### src/rtl/chunk_adder.sv
// Multi-cycle adder/subtractor: adds K bits per clock over N/K RUN cycles and
// publishes s/co/ovf together, with a one-cycle done pulse.
module chunk_adder #(
    parameter int unsigned N = 8,
    parameter int unsigned K = 2
) (
    input  logic         clk,
    input  logic         rst_n,
    input  logic         start,
    input  logic         sub,
    input  logic [N-1:0] a,
    input  logic [N-1:0] b,
    input  logic         ci,
    output logic         busy,
    output logic         done,
    output logic [N-1:0] s,
    output logic         co,
    output logic         ovf
);
    localparam int unsigned Chunks = N / K;
    localparam int unsigned CntW = (Chunks > 1) ? $clog2(Chunks) : 1;
    localparam logic [CntW-1:0] LastIdx = CntW'(Chunks - 1);

    localparam logic [1:0] IDLE = 2'd0;
    localparam logic [1:0] RUN  = 2'd1;
    localparam logic [1:0] DONE = 2'd2;

    logic [1:0]      state_q, state_d;
    logic [N-1:0]    a_q, a_d;
    logic [N-1:0]    b_q, b_d;
    logic [N-1:0]    acc_q, acc_d;
    logic [N-1:0]    s_q, s_d;
    logic            carry_q, carry_d;
    logic            co_q, co_d;
    logic            ovf_q, ovf_d;
    logic [CntW-1:0] idx_q, idx_d;
    logic [K:0]      chunk_sum;
    logic [N-1:0]    chunk_bits;
    logic            accept;

    // Operands shift right each cycle, so the active chunk is always at [K-1:0].
    assign chunk_sum  = {1'b0, a_q[K-1:0]} + {1'b0, b_q[K-1:0]} + {{K{1'b0}}, carry_q};
    assign chunk_bits = N'(chunk_sum[K-1:0]) << (N - K);

    assign busy   = (state_q == RUN);
    assign done   = (state_q == DONE);
    assign accept = start && !busy;

    assign s   = s_q;
    assign co  = co_q;
    assign ovf = ovf_q;

    always_comb begin
        state_d = state_q;
        a_d     = a_q;
        b_d     = b_q;
        acc_d   = acc_q;
        carry_d = carry_q;
        idx_d   = idx_q;
        s_d     = s_q;
        co_d    = co_q;
        ovf_d   = ovf_q;

        case (state_q)
            RUN: begin
                a_d     = a_q >> K;
                b_d     = b_q >> K;
                acc_d   = (acc_q >> K) | chunk_bits;
                carry_d = chunk_sum[K];
                idx_d   = idx_q + 1'b1;
                if (idx_q == LastIdx) begin
                    state_d = DONE;
                    s_d     = acc_d;
                    co_d    = chunk_sum[K];
                    // a^b^s at the MSB recovers the carry into bit N-1.
                    ovf_d   = a_q[K-1] ^ b_q[K-1] ^ chunk_sum[K-1] ^ chunk_sum[K];
                end
            end
            DONE:    state_d = IDLE;
            default: state_d = IDLE;
        endcase

        if (accept) begin
            state_d = RUN;
            a_d     = a;
            b_d     = sub ? ~b : b;
            carry_d = ci ^ sub;
            acc_d   = '0;
            idx_d   = '0;
        end
    end

    always_ff @(posedge clk or negedge rst_n) begin
        if (!rst_n) begin
            state_q <= IDLE;
            a_q     <= '0;
            b_q     <= '0;
            acc_q   <= '0;
            carry_q <= 1'b0;
            idx_q   <= '0;
            s_q     <= '0;
            co_q    <= 1'b0;
            ovf_q   <= 1'b0;
        end else begin
            state_q <= state_d;
            a_q     <= a_d;
            b_q     <= b_d;
            acc_q   <= acc_d;
            carry_q <= carry_d;
            idx_q   <= idx_d;
            s_q     <= s_d;
            co_q    <= co_d;
            ovf_q   <= ovf_d;
        end
    end

endmodule

### config.mk
export PLATFORM = sky130hd
export DESIGN_NAME = chunk_adder
export DESIGN_NICKNAME = d
export VERILOG_FILES = /design/src/rtl/chunk_adder.sv
export SDC_FILE = /design/constraint.sdc
export NUM_CORES = 1
export LEC_CHECK = 0
export ABC_CLOCK_PERIOD_IN_PS = 4200
export CAP_MARGIN = 20
export CORE_ASPECT_RATIO = 1.4
export CORE_UTILIZATION = 54
export CTS_CLUSTER_SIZE = 24
export DETAILED_ROUTE_END_ITERATION = 10
export GPL_TIMING_DRIVEN = 0
export HOLD_SLACK_MARGIN = 0.05
export PLACE_DENSITY = 0.82
export SLEW_MARGIN = 0
export SYNTH_ARGS = -nofsm -noshare
export SYNTH_HDL_FRONTEND = slang
export SYNTH_SLANG_ARGS = --single-unit
### constraint.sdc
create_clock -name clk -period 4.2 [get_ports clk]
set_input_delay 0.84 -clock clk [delete_from_list [all_inputs] [get_ports clk]]
set_output_delay 0.84 -clock clk [all_outputs]
set_load 0.005 [all_outputs]
==> results.sh <==
export IMPL_status="finished with violations"
export IMPL_violations="DRC"
export IMPL_die_x_um=49.9
export IMPL_num_nets_final=216
export IMPL_grt_pass1_vias=1253
export IMPL_grt_met1_usage_pct=23.2
export IMPL_dieArea_um2=3440
export IMPL_cap_violations=0
export IMPL_cts_sinks=37
export IMPL_grtUsageMet2_pct=36.5
export IMPL_synth_avg_cell_area_um2=11.2
export IMPL_busiest_layer="met2"
export IMPL_dpl_cell_area_um2=2080
export IMPL_start_kind="flop"
export IMPL_cts_resized_gates=0
export IMPL_wl_per_cell_um=13.3
export IMPL_synth_cell_area_um2=1730
export IMPL_dieHeight_um=69.0
export IMPL_diodes=0
export IMPL_drive_above_1_share_pct=13.5
export IMPL_dp_hpwl_um=2290
export IMPL_grt_pass1_wl_um=5430
export IMPL_area_growth_pct=26.6
export IMPL_cp_arrival_ps=1740
export IMPL_fin_worst_skew_ps=4.62
export IMPL_grt_setup_unrepaired="false"
export IMPL_grt_antenna_before_repair=0
export IMPL_hold_viol=0
export IMPL_crit_fanout=10
export IMPL_cts_tree="yes"
export IMPL_critPathCaptureType="output port"
export IMPL_power_density_nw_per_um2=680
export IMPL_initial_core_util_pct=56.0
export IMPL_max_slew_margin_pct=47.2
export IMPL_fmax_ghz=0.388
export IMPL_final_setup_viol_count=0
export IMPL_crit_type="reg2out"
export IMPL_min_path_type="reg2reg"
export IMPL_ys_warnings_count=0
export IMPL_final_max_slew_viol_count=0
export IMPL_fin_crit_ps=2580
export IMPL_crit_required_ps=3360
export IMPL_coreArea_um2=3090
export IMPL_drc=1
export IMPL_ir_worst_vdd_mv=0.478
export IMPL_overflow=0
export IMPL_design_area_um2=2190
export IMPL_yosys_register_bits=37
export IMPL_syn_num_nets=179
export IMPL_p_leak_nw=1.04
export IMPL_pin_count=33
export IMPL_grt_start_max_net_pins=38
export IMPL_post_route_period_util_pct=61.3
export IMPL_htree_levels=2
export IMPL_rows=24
export IMPL_antenna_left=0
export IMPL_grt_util_all_layers_pct=21.8
export IMPL_tns_ps=0
export IMPL_vias=1216
export IMPL_cts_buffers_inserted=5
export IMPL_ctsHoldBuffers=0
export IMPL_worstMarginPinSlew_ps=792
export IMPL_root_buffer="clkbuf_8"
export IMPL_place_gp_congestion=0.747
export IMPL_fillers=231
export IMPL_port_buffers=30
export IMPL_ys_types=23
export IMPL_clk_path_buf_depth=2
export IMPL_drt_total_wl_um=3080
export IMPL_first_pass_iters=7
export IMPL_cts_setup_buffers=0
export IMPL_synthesis_instances=154
export IMPL_grtUsageMet3_pct=7.06
export IMPL_seq_area_frac_synth_pct=53.5
export IMPL_drt_initial_drc_count=16
export IMPL_clkTransAtPathRegs_ps=70
export IMPL_vias_per_cell=5.26
export IMPL_clkLatencyLatePin_ps=290
[per-layer routing]
| metal | wire [um] | part of all wire, % | vias to the layer above |
|---|---|---|---|
| met1 | 1220 | 40 | 595 |
| met3 | 121 | 3.9 | 8 |
| met2 | 1640 | 53 | 32 |
| li1 | - | - | 581 |
| met5 | 0 | 0 | - |
| met4 | 89 | 2.9 | 0 |
[metrics by stage]
stage	power (mW)	util (%)	cells	worst slack [ps]	hold slack (ps)
3_5_place_dp	1.19	67.1	223	1940	470
3_3_place_gp	1.16	67.3	223	1540	460
6_report	1.49	70.9	231	1620	483
2_1_floorplan	0.962	-	154	2400	449
5_1_grt	1.61	70.9	231	1540	514
4_1_cts	1.51	70.9	231	1610	485
[cell type report]
| cell class | instances | area (um^2) | area share [%] |
|---|---|---|---|
| Buffer | 9 | 67.6 | 3.08 |
| Clock buffer | 7 | 86.3 | 3.94 |
| Clock inverter | 1 | 30.0 | 1.37 |
| Inverter | 7 | 26.3 | 1.20 |
| Multi-Input combinational cell | 101 | 712 | 32.5 |
| Sequential cell | 37 | 926 | 42.2 |
| Tap cell | 39 | 48.8 | 2.23 |
| Timing Repair Buffer | 30 | 295 | 13.5 |
[registers in the layout (all words and copies together), names as in the netlist]
register	count
carry_q	1
co	1
idx_q	2
a_q	8
acc_q	6
state_q	2
b_q	8
ovf	1
s	8
[power breakdown]
part / leakage, nW / switching [mW] / internal [mW]
combinational: 0.502 / 0.282 / 0.304
sequential: 0.477 / 0.0855 / 0.507
clock: 0.0585 / 0.119 / 0.193
total: 1.04 / 0.486 / 1.00
[synthesized netlist by cell type]
cell / instances / area (um^2)
inv_1: 6 / 22.5
inv_2: 1 / 3.75
and2_1: 1 / 6.26
ha_1: 2 / 25.0
nand3b_4: 1 / 20.0
fa_1: 2 / 40.0
xor2_1: 7 / 61.3
o21ai_0: 19 / 95.1
nor2b_1: 1 / 6.26
nor2_1: 6 / 22.5
mux2_4: 1 / 15.0
dfrtp_1: 37 / 926
mux2_2: 6 / 67.6
nand3b_1: 7 / 52.6
nand2_1: 26 / 97.6
buf_2: 3 / 15.0
nand2b_1: 1 / 6.26
a211oi_1: 2 / 15.0
buf_4: 4 / 30.0
buf_6: 2 / 22.5
mux2i_1: 14 / 140
xnor2_1: 4 / 35.0
o22ai_1: 1 / 6.26
[cells by family after synthesis]
family / Yosys count / synth area share (%)
multiplexers: 21 / 12.9
AND/OR/NAND/NOR: 43 / 12.2
flip-flops: 37 / 53.5
buffers and inverters: 16 / 5.42
AO/OA/AOI/OAI: 22 / 6.72
XOR/XNOR: 11 / 5.56
adder cells (fa/ha/maj): 4 / 3.76
[final timing paths]
path / from / to / slack [ps] / depth (start not counted)
worst min-delay path: ovf / ovf / 480 / 2
worst max-delay path: state_q[1] / busy / 1620 / 4
max in group asynchronous: rst_n / b_q[6] / 3070 / 1
worst max register to register: a_q[0] / ovf / 2320 / 6
worst min register to register: ovf / ovf / 480 / 2
min in group asynchronous: rst_n / a_q[0] / 630 / 1
[cell usage in the layout (no fill, tap or decap)]
cell              n
a211oi_1          2
and2_1            1
buf_2             4
buf_4             4
buf_6             2
bufinv_16         1
clkbuf_1          1
clkbuf_8          6
clkdlybuf4s50_1  29
dfrtp_1          37
fa_1              2
ha_1              2
inv_1             6
inv_2             1
mux2_2            6
mux2_4            1
mux2i_1          14
nand2_1          26
nand2b_1          1
nand3b_1          7
nand3b_4          1
nor2_1            6
nor2b_1           1
o21ai_0          19
o22ai_1           1
xnor2_1           4
xor2_1            7
[worst max-delay path: stages, from the launching register on]
cell,delay (ps)
dfrtp_1,390
nand2b_1,200
inv_2,140
buf_4,200
clkdlybuf4s50_1,510
(Power assumes the default switching activity.)
